## config.mk

```make
export PLATFORM = sky130hd
export DESIGN_NAME = joypad_poll_scheduler
export DESIGN_NICKNAME = d
export VERILOG_FILES = /design/src/rtl/joypad_poll_scheduler.sv
export SDC_FILE = /design/constraint.sdc
export NUM_CORES = 1
export LEC_CHECK = 0
export CORE_UTILIZATION = 45
export DETAILED_ROUTE_END_ITERATION = 6
export GPL_ROUTABILITY_DRIVEN = 0
export GPL_TIMING_DRIVEN = 0
export HOLD_SLACK_MARGIN = 0.12
export PLACE_DENSITY = 0.66
export SLEW_MARGIN = 15
export SYNTH_ARGS = -nofsm -noshare
export SYNTH_HDL_FRONTEND = slang
export SYNTH_SLANG_ARGS = --single-unit
```

## constraint.sdc

```tcl
create_clock -name clk -period 1.9 [get_ports clk]
set_input_delay 0.38 -clock clk [delete_from_list [all_inputs] [get_ports clk]]
set_output_delay 0.38 -clock clk [all_outputs]
set_load 0.01 [all_outputs]
```

## src/rtl/joypad_poll_scheduler.sv

```systemverilog
// joypad_poll_scheduler: SNES-style pad bus poller with valid/ready snapshot handoff; define JOYPAD_EDGE_EN to add the press_edge output
module joypad_poll_scheduler #(
    parameter int NUM_PORTS     = 2,
    parameter int HALF_PERIOD   = 6,
    parameter int LATCH_CYCLES  = 12,
    parameter int POLL_INTERVAL = 1400
) (
    input  logic                      clk,
    input  logic                      res_n,
    input  logic [NUM_PORTS-1:0]      data,
    input  logic                      poll_req,
    output logic                      latch,
    output logic                      clkout,
    output logic [16*NUM_PORTS-1:0]   pad_data,
    output logic                      valid,
    input  logic                      ready,
    output logic                      overrun,
`ifdef JOYPAD_EDGE_EN
    output logic                      busy,
    output logic [16*NUM_PORTS-1:0]   press_edge
`else
    output logic                      busy
`endif
);
    localparam int CW = $clog2(LATCH_CYCLES > HALF_PERIOD ? LATCH_CYCLES : HALF_PERIOD);
    localparam int TW = $clog2(POLL_INTERVAL);
    localparam logic [CW-1:0] LAT_LAST = CW'(LATCH_CYCLES - 1);
    localparam logic [CW-1:0] HP_LAST  = CW'(HALF_PERIOD - 1);
    localparam logic [TW-1:0] TMR_LAST = TW'(POLL_INTERVAL - 1);

    typedef enum logic [2:0] {IDLE, LATCH, LOW, HIGH, DONE} state_t;

    state_t                     state, state_nx;
    logic [CW-1:0]              cnt;
    logic [3:0]                 idx;
    logic [TW-1:0]              tmr;
    logic                       pending;
    logic [NUM_PORTS-1:0]       sync1, sync2;
    logic [15:0]                cap [NUM_PORTS];
    logic [16*NUM_PORTS-1:0]    cap_flat;
    logic                       timer_hit, start, accept, sample;

    assign timer_hit = tmr == TMR_LAST;
    assign start     = state == IDLE && (timer_hit || pending || poll_req);
    assign accept    = valid && ready;
    assign sample    = state == LOW && cnt == HP_LAST;
    assign latch     = state == LATCH;
    assign clkout    = state != LOW;
    assign busy      = state != IDLE;

    always_comb begin
        state_nx = state;
        unique case (state)
            IDLE:    if (start) state_nx = LATCH;
            LATCH:   if (cnt == LAT_LAST) state_nx = LOW;
            LOW:     if (cnt == HP_LAST) state_nx = HIGH;
            HIGH:    if (cnt == HP_LAST) state_nx = idx == 4'd15 ? DONE : LOW;
            DONE:    state_nx = IDLE;
            default: state_nx = IDLE;
        endcase
    end

    always_ff @(posedge clk or negedge res_n) begin
        if (!res_n) begin
            state   <= IDLE;
            cnt     <= '0;
            idx     <= '0;
            tmr     <= '0;
            pending <= 1'b0;
            sync1   <= '0;
            sync2   <= '0;
        end else begin
            state   <= state_nx;
            cnt     <= (state_nx != state || state == IDLE) ? '0 : cnt + 1'b1;
            idx     <= state == LATCH ? 4'd0 : (state == HIGH && cnt == HP_LAST) ? idx + 4'd1 : idx;
            // an expiry seen while busy is held so it fires on the next IDLE cycle
            tmr     <= start ? '0 : timer_hit ? tmr : tmr + 1'b1;
            pending <= !start && (pending || poll_req);
            sync1   <= data;
            sync2   <= sync1;
        end
    end

    for (genvar g = 0; g < NUM_PORTS; g++) begin : g_port
        always_ff @(posedge clk or negedge res_n) begin
            if (!res_n) cap[g] <= '0;
            else if (sample) cap[g][idx] <= ~sync2[g];
        end
        assign cap_flat[16*g +: 16] = cap[g];
    end

    always_ff @(posedge clk or negedge res_n) begin
        if (!res_n) begin
            pad_data <= '0;
            valid    <= 1'b0;
            overrun  <= 1'b0;
        end else begin
            if (state == DONE) pad_data <= cap_flat;
            valid   <= state == DONE || (valid && !ready);
            overrun <= (state == DONE && valid && !ready) || (overrun && !accept);
        end
    end

`ifdef JOYPAD_EDGE_EN
    always_ff @(posedge clk or negedge res_n) begin
        if (!res_n) press_edge <= '0;
        else if (state == DONE) press_edge <= cap_flat & ~pad_data;
    end
`endif
endmodule

```

# ---- Word-level counts from Yosys, hierarchy flattened
# Cells that the tools add are included.
dict set report totals {
  out_inout_bits 37
  in_bits 6
  regBits 93
  word_cells 67
}
dict set report classes {
  eq_ne 11
  order_cmp 2
  n_addsub 3
  reduce_logical 22
  muxes 15
  bitwise 2
}
# cell count
set ops {}
lappend ops {{bitwise mux 16 bit} 2}
lappend ops {{two-way mux 11 bit} 2}
lappend ops {{two-way mux 3 bit} 5}
lappend ops {{two-way mux 4 bit} 3}
lappend ops {{one-hot mux 3 bit (4 select lines)} 1}
lappend ops {{adder 11 x 1 -> 11 bit, second input constant} 1}
lappend ops {{== test 11 bit, second input constant} 1}
lappend ops {{logical AND 1 bit} 10}
lappend ops {{adder 4 x 1 -> 4 bit, second input constant} 2}
lappend ops {{== test 4 bit, second input constant} 2}
lappend ops {{== test 3 x 2 -> 1 bit, second input constant} 2}
lappend ops {{logical OR 1 bit} 6}
lappend ops {{< comparator 4 x 5 -> 1 bit, second input constant} 1}
lappend ops {{demux 1 bit (select 4 bit)} 1}
lappend ops {{== test 4 x 3 -> 1 bit, second input constant} 1}
lappend ops {{>= comparator 4 x 1 -> 1 bit, second input constant} 1}
lappend ops {{== test 3 x 1 -> 1 bit, second input constant} 1}
lappend ops {{== test 3 bit, second input constant} 1}
lappend ops {{logical NOT 1 bit} 3}
lappend ops {{logical NOT 3 bit} 1}
lappend ops {{inequality test 3 x 2 -> 1 bit, second input constant} 1}
lappend ops {{inequality test 3 bit} 1}
lappend ops {{nonzero test 3 bit} 1}
lappend ops {{inequality test 2 x 1 -> 1 bit, second input constant} 1}
lappend ops {{3 further kinds} 4}

# ---- Longest topological paths before layout
# Gate-level depths: netlist of the first run.
dict set report depth {
  depth_word 9
  depth_mapped 6
  mapped_depth_nobuf 6
}

# ---- Least setup slack after synthesis of the first run
# No wires, ideal clock.
dict set report synth_timing {
  kind {reg-to-reg}
  start {register cnt[1]}
  end {register state[0]}
  n_path_buf 0
  stages_incl_launch_ff 7
  setup_ns 0.127
  setup_slack_ns 0.267
  t_arrival_ns 1.506
  cell_sequence {dfrtp_1 inv_1 ha_1 nand3b_1 xnor2_1 o22ai_1 or2_2}
}
dict set report synth_between {
  elab_chain_len 3
  elab_cells_between_ends 6
  cone_classes {eq/ne: 2; mux: 4}
}
# item line
set synth_lines {}
lappend synth_lines {{from (decl)} 34} ;# logic [CW-1:0] cnt;
lappend synth_lines {{from (signal assigned)} 74} ;# cnt <= (state_nx != state || state == IDLE) ? '0 : cnt + 1'b1;
lappend synth_lines {{== test 4 x 3 -> 1 bit or == test 4 bit (tied branches)} {56, 57, 55}}
lappend synth_lines {{two-way mux 3 bit, on equally long branches} {57, 55, 56}}
lappend synth_lines {{one-hot mux 3 bit (4 select lines) (*)} 53} ;# unique case (state)
lappend synth_lines {{net state_nx[0]} 33} ;# state_t state, state_nx;
lappend synth_lines {{to (signal assigned)} 73} ;# state <= state_nx;
lappend synth_lines {{to (decl)} 33}
# The timed path passes the listed nets; every way through them passes the cells marked *.
# A chain may end at the register's enable or synchronous reset.

# ---- Worst setup path in the final report of the first run
dict set report layout_timing {
  start {register state[2]}
  end {register cap[4] in the netlist's numbering}
}
dict set report layout_between {
  elab_chain_len 2
}
# item line
set layout_lines {}
lappend layout_lines {{== test 3 x 2 -> 1 bit} 46} ;# assign sample = state == LOW && cnt == HP_LAST;
lappend layout_lines {{logical AND 1 bit} 46}
lappend layout_lines {{to (signal, indexed assignment)} 87} ;# else if (sample) cap[g][idx] <= ~sync2[g];
lappend layout_lines {{to (decl)} 39} ;# logic [15:0] cap [NUM_PORTS];
# No other way between the ends.

==> results of run 1 <==
-- Yosys cell counts (all sizes together), types with 2 or more instances --
cell type   n  area share
dfrtp      93        0.58
inv        44       0.041
mux2       32       0.090
mux2i      32       0.080
nor2       25       0.023
nand2      18       0.019
nor3       13       0.027
xnor2      12       0.026
nand3      11       0.019
buf         8       0.013
ha          7       0.022
a21oi       4      0.0050
a21o        2      0.0037
a31o        2      0.0044
clkbuf      2      0.0019
nand2b      2      0.0031
nor2b       2      0.0031
nor3b       2      0.0050
nor4        2      0.0068
-- metrics by stage --
stage	total power, uW	std cells
finish	4490	507
CTS	4510	504
global route	4730	507
global placement	2960	478
detailed placement	2990	479
floorplan	2750	328
-- kinds of logic after synthesis --
logic type | share of synthesized area
xor+xnor | 0.0283
flops | 0.579
buf+inv | 0.0560
simple gates | 0.122
compound gates | 0.0236
fa+ha+maj | 0.0218
mux | 0.169
-- worst register-to-register path, cell delays in order, from the launching register on --
cell and delay [ns]:
dfrtp_2 0.45, or3b_1 0.40, buf_6 0.13, buf_6 0.13, nor3_4 0.31, nand2_1 0.17
mux2i_1 0.15
-- metal layers --
| metal | track usage | vias to the layer above |
|---|---|---|
| li1 | - | 1205 |
| met1 | 0.222 | 1237 |
| met2 | 0.276 | 40 |
| met3 | 0.0305 | 11 |
| met4 | 0.0662 | 0 |
| met5 | 0 | - |
-- what timing repair did --
item | CTS | global route
gates resized for setup | 12 | 7
pin swaps | 1 | 5
buffers inserted | 8 | 3
setup endpoints to repair | 22 | 21
hold endpoints to repair | 31 | 0
hold buffers | 1 | 0
-- state kept, by name (all words and copies together), names as in the netlist --
register and flops:
cap 32, pad_data 32, tmr 11, cnt 4
idx 4, state 3, sync1 2, sync2 2
overrun 1, pending 1, valid 1
-- cell type report --
| cell class | count | area [um^2] | share of cell area |
|---|---|---|---|
| clock buffer | 11 | 131 | 0.0265 |
| inverter | 44 | 165 | 0.0333 |
| sequential | 93 | 2330 | 0.470 |
| tap | 108 | 135 | 0.0273 |
| clock inverter | 5 | 83.8 | 0.0169 |
| multi-input combinational | 181 | 1500 | 0.303 |
| buffer | 10 | 62.6 | 0.0126 |
| timing repair buffer | 55 | 547 | 0.110 |
-- how the worst max path moves through the flow --
stage,end,startpoint,slack (ns)
6_report,cap[4],state[2],0.04
5_1_grt,cap[4],state[2],-0.01
4_1_cts,latch,state[1],-0.08
3_5_place_dp,latch,state[0],-0.23
3_3_place_gp,sync1[0],res_n,-2.92
2_1_floorplan,state[0],cnt[1],0.27
-- power breakdown --
| group | switching (uW) | leakage, uW | internal [uW] | total (uW) |
|---|---|---|---|---|
| combinational | 425 | 0.00111 | 392 | 817 |
| sequential | 128 | 0.00126 | 2110 | 2240 |
| clock | 687 | 0.000100 | 748 | 1430 |
==> metrics.csv, run 1 <==
metric,value,unit
status,"complete, no violations",
CP max stage cell,dfrtp_2,
reg2reg path depth,6,
"Primary FF master, synth",dfrtp_1,
Avg WL per Cell,13.9,um
routed length on met2,3450,um
clk_lat worst skew,0.35,ns
delay of the slowest critical-path stage,0.45,ns
clock skew,0.00739,ns
Fmax,0.537,GHz
Port Buf Inserts,42,
CP Cell Sequence,or3b_1 -> buf_6 -> buf_6 -> nor3_4 -> nand2_1 -> mux2i_1,
"most used cell, CP",buf_6,
post-synthesis cell count,328,
met1 wire length,3290,um
Max-Cap Viols,0,
DIE HEIGHT,96.5,um
"commonest cells after routing, fill and taps aside","dfrtp_1 (91), inv_1 (44), clkdlybuf4s50_1 (38), mux2i_1 (32), mux2_2 (32)",
DR DRC count,0,
total CTS buffers,9,
global-route wire length before repair,11700,um
fillers,737,
Top Family by Delay on Critical Path,simple AND/OR/NAND/NOR gates,
Syn Area/Cell,12.3,um^2
"most common cell after layout, fill and taps aside",dfrtp_1,
post-synthesis async set-or-reset flop share,1.00,
n_diodes,0,
H-tree levels,3,
Critical Path RT,2.12,ns
Total GRT Usage,0.169,
area growth from synthesis to layout,23.2,%
post-route ant nets,0,
Pins Over Slew Limit,0,
unique cell type count in the Yosys netlist,40,
"Min Clock Period, post-route",1.86,ns
Die Footprint,0.00932,mm^2
Mapped Area,0.00402,mm^2
measured slew at the worst slew-check pin,0.508,ns
Post-DP Area,0.00460,mm^2
Fin Hold WS,0.359,ns
Final TNS setup,0,ns
Finished Cell Area,0.00495,mm^2
WHS Path Cells,0,
Fin. Hold Viols,0,
highest metal used,met4,
CP Depth,6,
io pins,43,
Relative slew margins,0.661,
met3 routed WL,215,um
TritonCTS sink count,93,
row cnt,34,
initial antenna violation count,0,
crit path launch type,flip-flop,
Worst Hold End,sync2[1],
Via density,4.92,
Final Util,0.571,
Clock Path Buffers,2,
DR iter-0 viols,90,
layout cells sized above 1,0.228,
CTS tree,done,
clock-pin slew on the worst setup and hold paths,0.09,ns
unrepaired setup endpoints after global routing,yes,
# setup viols final,0,
TritonRoute pass-1 iters,4,
Final WS setup,0.0382,ns
Leak Pwr,0.00247,uW
largest net degree at the start of global routing,63,
Power Density,907,mW/mm^2
nets@finish,407,
"reg-to-reg slack, setup",0.04,ns
type of destination of the critical path,flip-flop,
CP Class,reg2reg,
"EDFF count, synth",0,
Initial Util,0.463,
GRT overflow,0,
Placement Setup Slack,-0.234,ns
WP buf/inv,2,
Reg2Reg Launch Point,state[2],
VDD IR max,0.567,mV
Die X,96.5,um
RR Endpoint,cap[4],
Ys Warns,0,
vias in the first global route,2436,
Hold Crit Class,reg2reg,
Routed Wire Length,7060,um
synthesized flop and latch total,93,
hpwl dp,4770,um
Critical Path AT,2.08,ns
sequential fraction of the synthesis area,0.579,
DR vias,2493,
Syn Nets,341,
root buf cell,clkbuf_8,
Hold Path Origin,sync1[1],
Final Cycle Share,0.980,
Crit Path Max Fanout,4,
Core Region,0.00868,mm^2
No activity file was read; power rests on OpenSTA's default activity.
==> run 2, diff against run 1 <==
==> constraint.sdc (replaced) <==
create_clock -name clk -period 1.9 [get_ports clk]
set_input_delay 0.475 -clock clk [delete_from_list [all_inputs] [get_ports clk]]
set_output_delay 0.475 -clock clk [all_outputs]
set_load 0.01 [all_outputs]
==> metrics.csv, run 2 (synthesized netlist as in run 1, its figures left out) <==
metric,value,unit
Fin Hold WS,0.359,ns
Critical Path RT,1.42,ns
Clock Path Buffers,2,
layout cells sized above 1,0.233,
Final WS setup,0.0263,ns
Port Buf Inserts,42,
measured slew at the worst slew-check pin,0.505,ns
largest net degree at the start of global routing,63,
Total GRT Usage,0.171,
clock-pin slew on the worst setup and hold paths,0.09,ns
initial antenna violation count,0,
WHS Path Cells,0,
Crit Path Max Fanout,2,
Reg2Reg Launch Point,state[1],
Power Density,917,mW/mm^2
Worst Hold End,sync2[1],
clk_lat worst skew,0.35,ns
Routed Wire Length,7080,um
DR vias,2481,
"most common cell after layout, fill and taps aside",dfrtp_1,
Placement Setup Slack,-0.329,ns
Fmax,0.534,GHz
CP Class,reg2out,
VDD IR max,0.560,mV
Critical Path AT,1.40,ns
"Power, Total",4540,uW
reg2reg path depth,5,
Final TNS setup,0,ns
DIE HEIGHT,96.5,um
io pins,43,
Post-Layout Cell Count,507,
"Min Clock Period, post-route",1.87,ns
Hold Crit Class,reg2reg,
fillers,741,
Leak Pwr,0.00247,uW
Max-Cap Viols,0,
Relative slew margins,0.663,
CTS tree,done,
post-route ant nets,0,
Core Region,0.00868,mm^2
H-tree levels,3,
DR DRC count,0,
Die X,96.5,um
type of destination of the critical path,output port,
RR Endpoint,pad_data[25],
clock skew,0.00775,ns
Via density,4.89,
status,"complete, no violations",
crit path launch type,flip-flop,
n_diodes,0,
nets@finish,407,
vias in the first global route,2470,
dpl cells,479,
area growth from synthesis to layout,23.1,%
Hold Path Origin,sync1[1],
"reg-to-reg slack, setup",0.06,ns
biggest registers after layout,"cap (32), pad_data (32), tmr (11)",
Die Footprint,0.00932,mm^2
root buf cell,clkbuf_8,
# setup viols final,0,
hpwl dp,4770,um
Pins Over Slew Limit,0,
global-route wire length before repair,11800,um
TritonCTS sink count,93,
Final Cycle Share,0.986,
row cnt,34,
unrepaired setup endpoints after global routing,yes,
Avg WL per Cell,14.0,um
total CTS buffers,9,
"commonest cells after routing, fill and taps aside","dfrtp_1 (91), inv_1 (43), clkdlybuf4s50_1 (38), mux2i_1 (32), mux2_2 (32)",
DR iter-0 viols,81,
Initial Util,0.463,
TritonRoute pass-1 iters,4,
Fin. Hold Viols,0,
GRT overflow,0,
[run 2: timing repair]
action	in CTS	in global routing
endpoints found under the setup margin	22	17
endpoints found under the hold margin	31	0
buffers inserted	11	0
gates resized for setup	22	1
pin swaps	2	1
hold buffers	1	0
[run 2: cell type report]
cell class	instances	area (um^2)	area share
inverters	44	165	0.0334
flip-flops and latches	93	2330	0.471
repair buffers	55	542	0.109
clock inverters	5	83.8	0.0169
plain buffers	10	62.6	0.0126
clock buffers	11	131	0.0265
multi-input cells	181	1500	0.303
well taps	108	135	0.0273
[run 2: worst max path at each step]
stage	start	end	slack, ns
5_1_grt	state[1]	pad_data[14]	-0.01
3_5_place_dp	state[0]	latch	-0.33
3_3_place_gp	res_n	sync1[0]	-3.02
2_1_floorplan	cnt[1]	state[0]	0.27
6_report	state[2]	clkout	0.03
4_1_cts	state[1]	clkout	0.02
[run 2: routing by layer]
layer	routed length, um	vias to the layer above	global-route usage
met5	0	-	0
met4	102	0	0.0662
met3	243	11	0.0305
met2	3480	45	0.285
met1	3250	1218	0.222
li1	-	1207	-
[run 2: critical path, stage by stage, from the launching register on]
cell	delay, ns
dfrtp_2	0.42
or3b_4	0.40
buf_6	0.13
buf_6	0.11
[run 2: metrics by stage]
step,util,area (um^2)
6_report,0.570,4950
5_1_grt,0.570,4950
4_1_cts,0.570,4950
3_5_place_dp,0.530,4600
3_3_place_gp,0.527,4580
2_1_floorplan,-,4020
[run 2: report_power, final]
| part | switching (uW) | internal (uW) | leakage [uW] |
|---|---|---|---|
| registers | 116 | 2110 | 0.00126 |
| clock network | 692 | 748 | 0.000100 |
| logic | 451 | 419 | 0.00111 |
| total | 1260 | 3280 | 0.00247 |
==> run 3, diff against run 2 <==
ABC_AREA = 1   (was not set)
==> metrics.csv, run 3 <==
metric,value,unit
VDD IR max,0.319,mV
Total GRT Usage,0.190,
Flop pwr share,0.568,
biggest registers after layout,"cap (32), pad_data (32), tmr (11)",
top post-synthesis cells by area,"dfrtp_1 (60%), nand2_1 (16%), o21ai_0 (5.1%)",
DR iter-0 viols,114,
layout cells sized above 1,0.111,
area growth from synthesis to layout,22.2,%
Power Density,745,mW/mm^2
clk_lat worst skew,0.36,ns
dominant cell type by area after synthesis,dfrtp_1,
Core Region,0.00826,mm^2
Relative slew margins,0.541,
global-route wire length before repair,13000,um
GR Util met2,0.293,
DR vias,2872,
TritonRoute pass-1 iters,5,
Post-DP Area,0.00443,mm^2
"Primary FF master, synth",dfrtp_1,
most frequent cell after synthesis,nand2_1,
Hold Crit Class,in2async,
root buf cell,clkbuf_8,
clock skew,0.0108,ns
Finished Cell Area,0.00472,mm^2
Crit Path Max Fanout,3,
"EDFF count, synth",0,
post-synthesis cell count,431,
Max-Cap Viols,0,
Critical Path AT,1.39,ns
sw power,766,uW
DIE HEIGHT,94.6,um
unrepaired setup endpoints after global routing,yes,
DR DRC count,0,
Die X,94.6,um
Fmax,0.536,GHz
unique cell type count in the Yosys netlist,30,
met1 usage,0.263,
Leak Pwr,0.00235,uW
hpwl dp,5220,um
fillers,749,
crit path launch type,flip-flop,
Final WS setup,0.0339,ns
"Power, Total",3520,uW
Clock Path Buffers,2,
multi-input logic area,0.00138,mm^2
Syn Area/Cell,8.96,um^2
synthesized flop and latch total,93,
status,"complete, no violations",
P_int,2750,uW
type of destination of the critical path,output port,
"most common cell after layout, fill and taps aside",nand2_1,
Sequential cell area,0.00233,mm^2
Final Cycle Share,0.982,
row cnt,33,
met3 Resource Use GR,0.0483,
"Min Clock Period, post-route",1.87,ns
CP Class,reg2out,
Port Buf Inserts,42,
Initial Util,0.468,
io pins,43,
Syn Nets,444,
Via density,4.79,
Critical Path RT,1.42,ns
Pins Over Slew Limit,0,
"commonest cells after routing, fill and taps aside","nand2_1 (168), dfrtp_1 (92), o21ai_0 (39), clkdlybuf4s50_1 (38), inv_1 (33)",
Clock Power Share,0.414,
Placement Setup Slack,-0.0163,ns
initial antenna violation count,0,
Ys Warns,0,
Synth top area share,0.603,
GRT overflow,0,
H-tree levels,3,
cts-stage hold buffer count,0,
GRT busiest layer,met2,
sequential fraction of the synthesis area,0.603,
# setup viols final,0,
clock-pin slew on the worst setup and hold paths,0.09,ns
logic gate share of total power,0.018,
Routed Wire Length,7490,um
measured slew at the worst slew-check pin,0.688,ns
post-route ant nets,0,
post-synthesis async set-or-reset flop share,1.00,
Post-synth top cells,"nand2_1 (168), dfrtp_1 (93), o21ai_0 (39)",
largest net degree at the start of global routing,56,
total CTS buffers,9,
nets@finish,503,
n_diodes,0,
CTS tree,done,
Avg WL per Cell,12.5,um
Fin. Hold Viols,0,
Die Footprint,0.00896,mm^2
Final TNS setup,0,ns
Net Sw Frac,0.218,
TritonCTS sink count,93,
vias in the first global route,2780,
Mapped Area,0.00386,mm^2
## run 3: cell types whose count changed after synthesis, moves of 6 or more
| cell | before | now |
|---|---|---|
| nand2_1 | 14 | 168 |
| o21ai_0 | 1 | 39 |
| mux2_2 | 32 | 0 |
| mux2i_1 | 32 | 0 |
| xnor2_1 | 12 | 1 |
| inv_1 | 44 | 36 |
| nand3_1 | 7 | 13 |
## run 3: cells by family (layout without fill, tap and decap cells)
logic type                 after synthesis  in the layout  share of synthesized area
AOI/OAI and AO/OA                       56             56                     0.0758
and+or+nand+nor                        224            224                      0.243
xor gates and xnor gates                 3              3                    0.00680
adders and majority gates                7              7                     0.0227
DFF                                     93             93                      0.603
buffers and inverters                   48            112                     0.0489
## run 3: power groups by stage
stage	registers [uW]	clock network, uW	logic, uW
after detailed placement	2040	0	66.7
after global routing	2000	1580	76.1
final	2000	1460	62.8
after floorplan	2030	0	8.93
after global placement	2040	0	61.8
after CTS	2000	1500	67.0
## run 3: final timing paths
check,startpoint,slack [ns],cells after the start,end
worst max-delay path,state[1],0.03,6,busy
worst min-delay path,res_n,0.15,1,pad_data[18]
worst max register to register,state[1],0.14,8,pad_data[30]
worst min register to register,sync1[1],0.36,0,sync2[1]
max in group asynchronous,res_n,1.10,2,sync1[1]
min in group clk,sync1[1],0.36,0,sync2[1]
## run 3: through the flow
step | instances | hold slack (ns) | util
final | 600 | 0.152 | 0.572
after global routing | 600 | 0.206 | 0.572
after global placement | 578 | 0.339 | 0.535
after detailed placement | 579 | 0.340 | 0.537
after CTS | 599 | 0.167 | 0.570
after floorplan | 431 | 0.179 | -
## run 3: area by class of cell
cell class	instances	share of cell area
sequential	93	0.493
inverter	39	0.0318
clock buffer	9	0.0262
tap	105	0.0278
buffer	9	0.00901
multi-input combinational	290	0.292
timing repair buffer	48	0.0986
clock inverter	7	0.0207
## run 3: critical path: stages, from the launching register on
cell and delay, ns:
dfrtp_1 0.41, buf_4 0.16, nor2_4 0.10, inv_2 0.06, nor2_4 0.13, inv_2 0.05, buf_2 0.13
## run 3: repair_timing
action | 4_1_cts | 5_1_grt
buffers inserted | 4 | 1
resized for setup | 16 | 5
endpoints found under the setup margin | 3 | 3
pin swaps | 1 | 1
cloned | 0 | 0
## run 3: metal layers
| layer | up-vias | wire [um] |
|---|---|---|
| li1 | 1475 | - |
| met1 | 1341 | 3720 |
| met2 | 49 | 3430 |
| met3 | 7 | 261 |
| met4 | 0 | 86 |
| met5 | - | 0 |
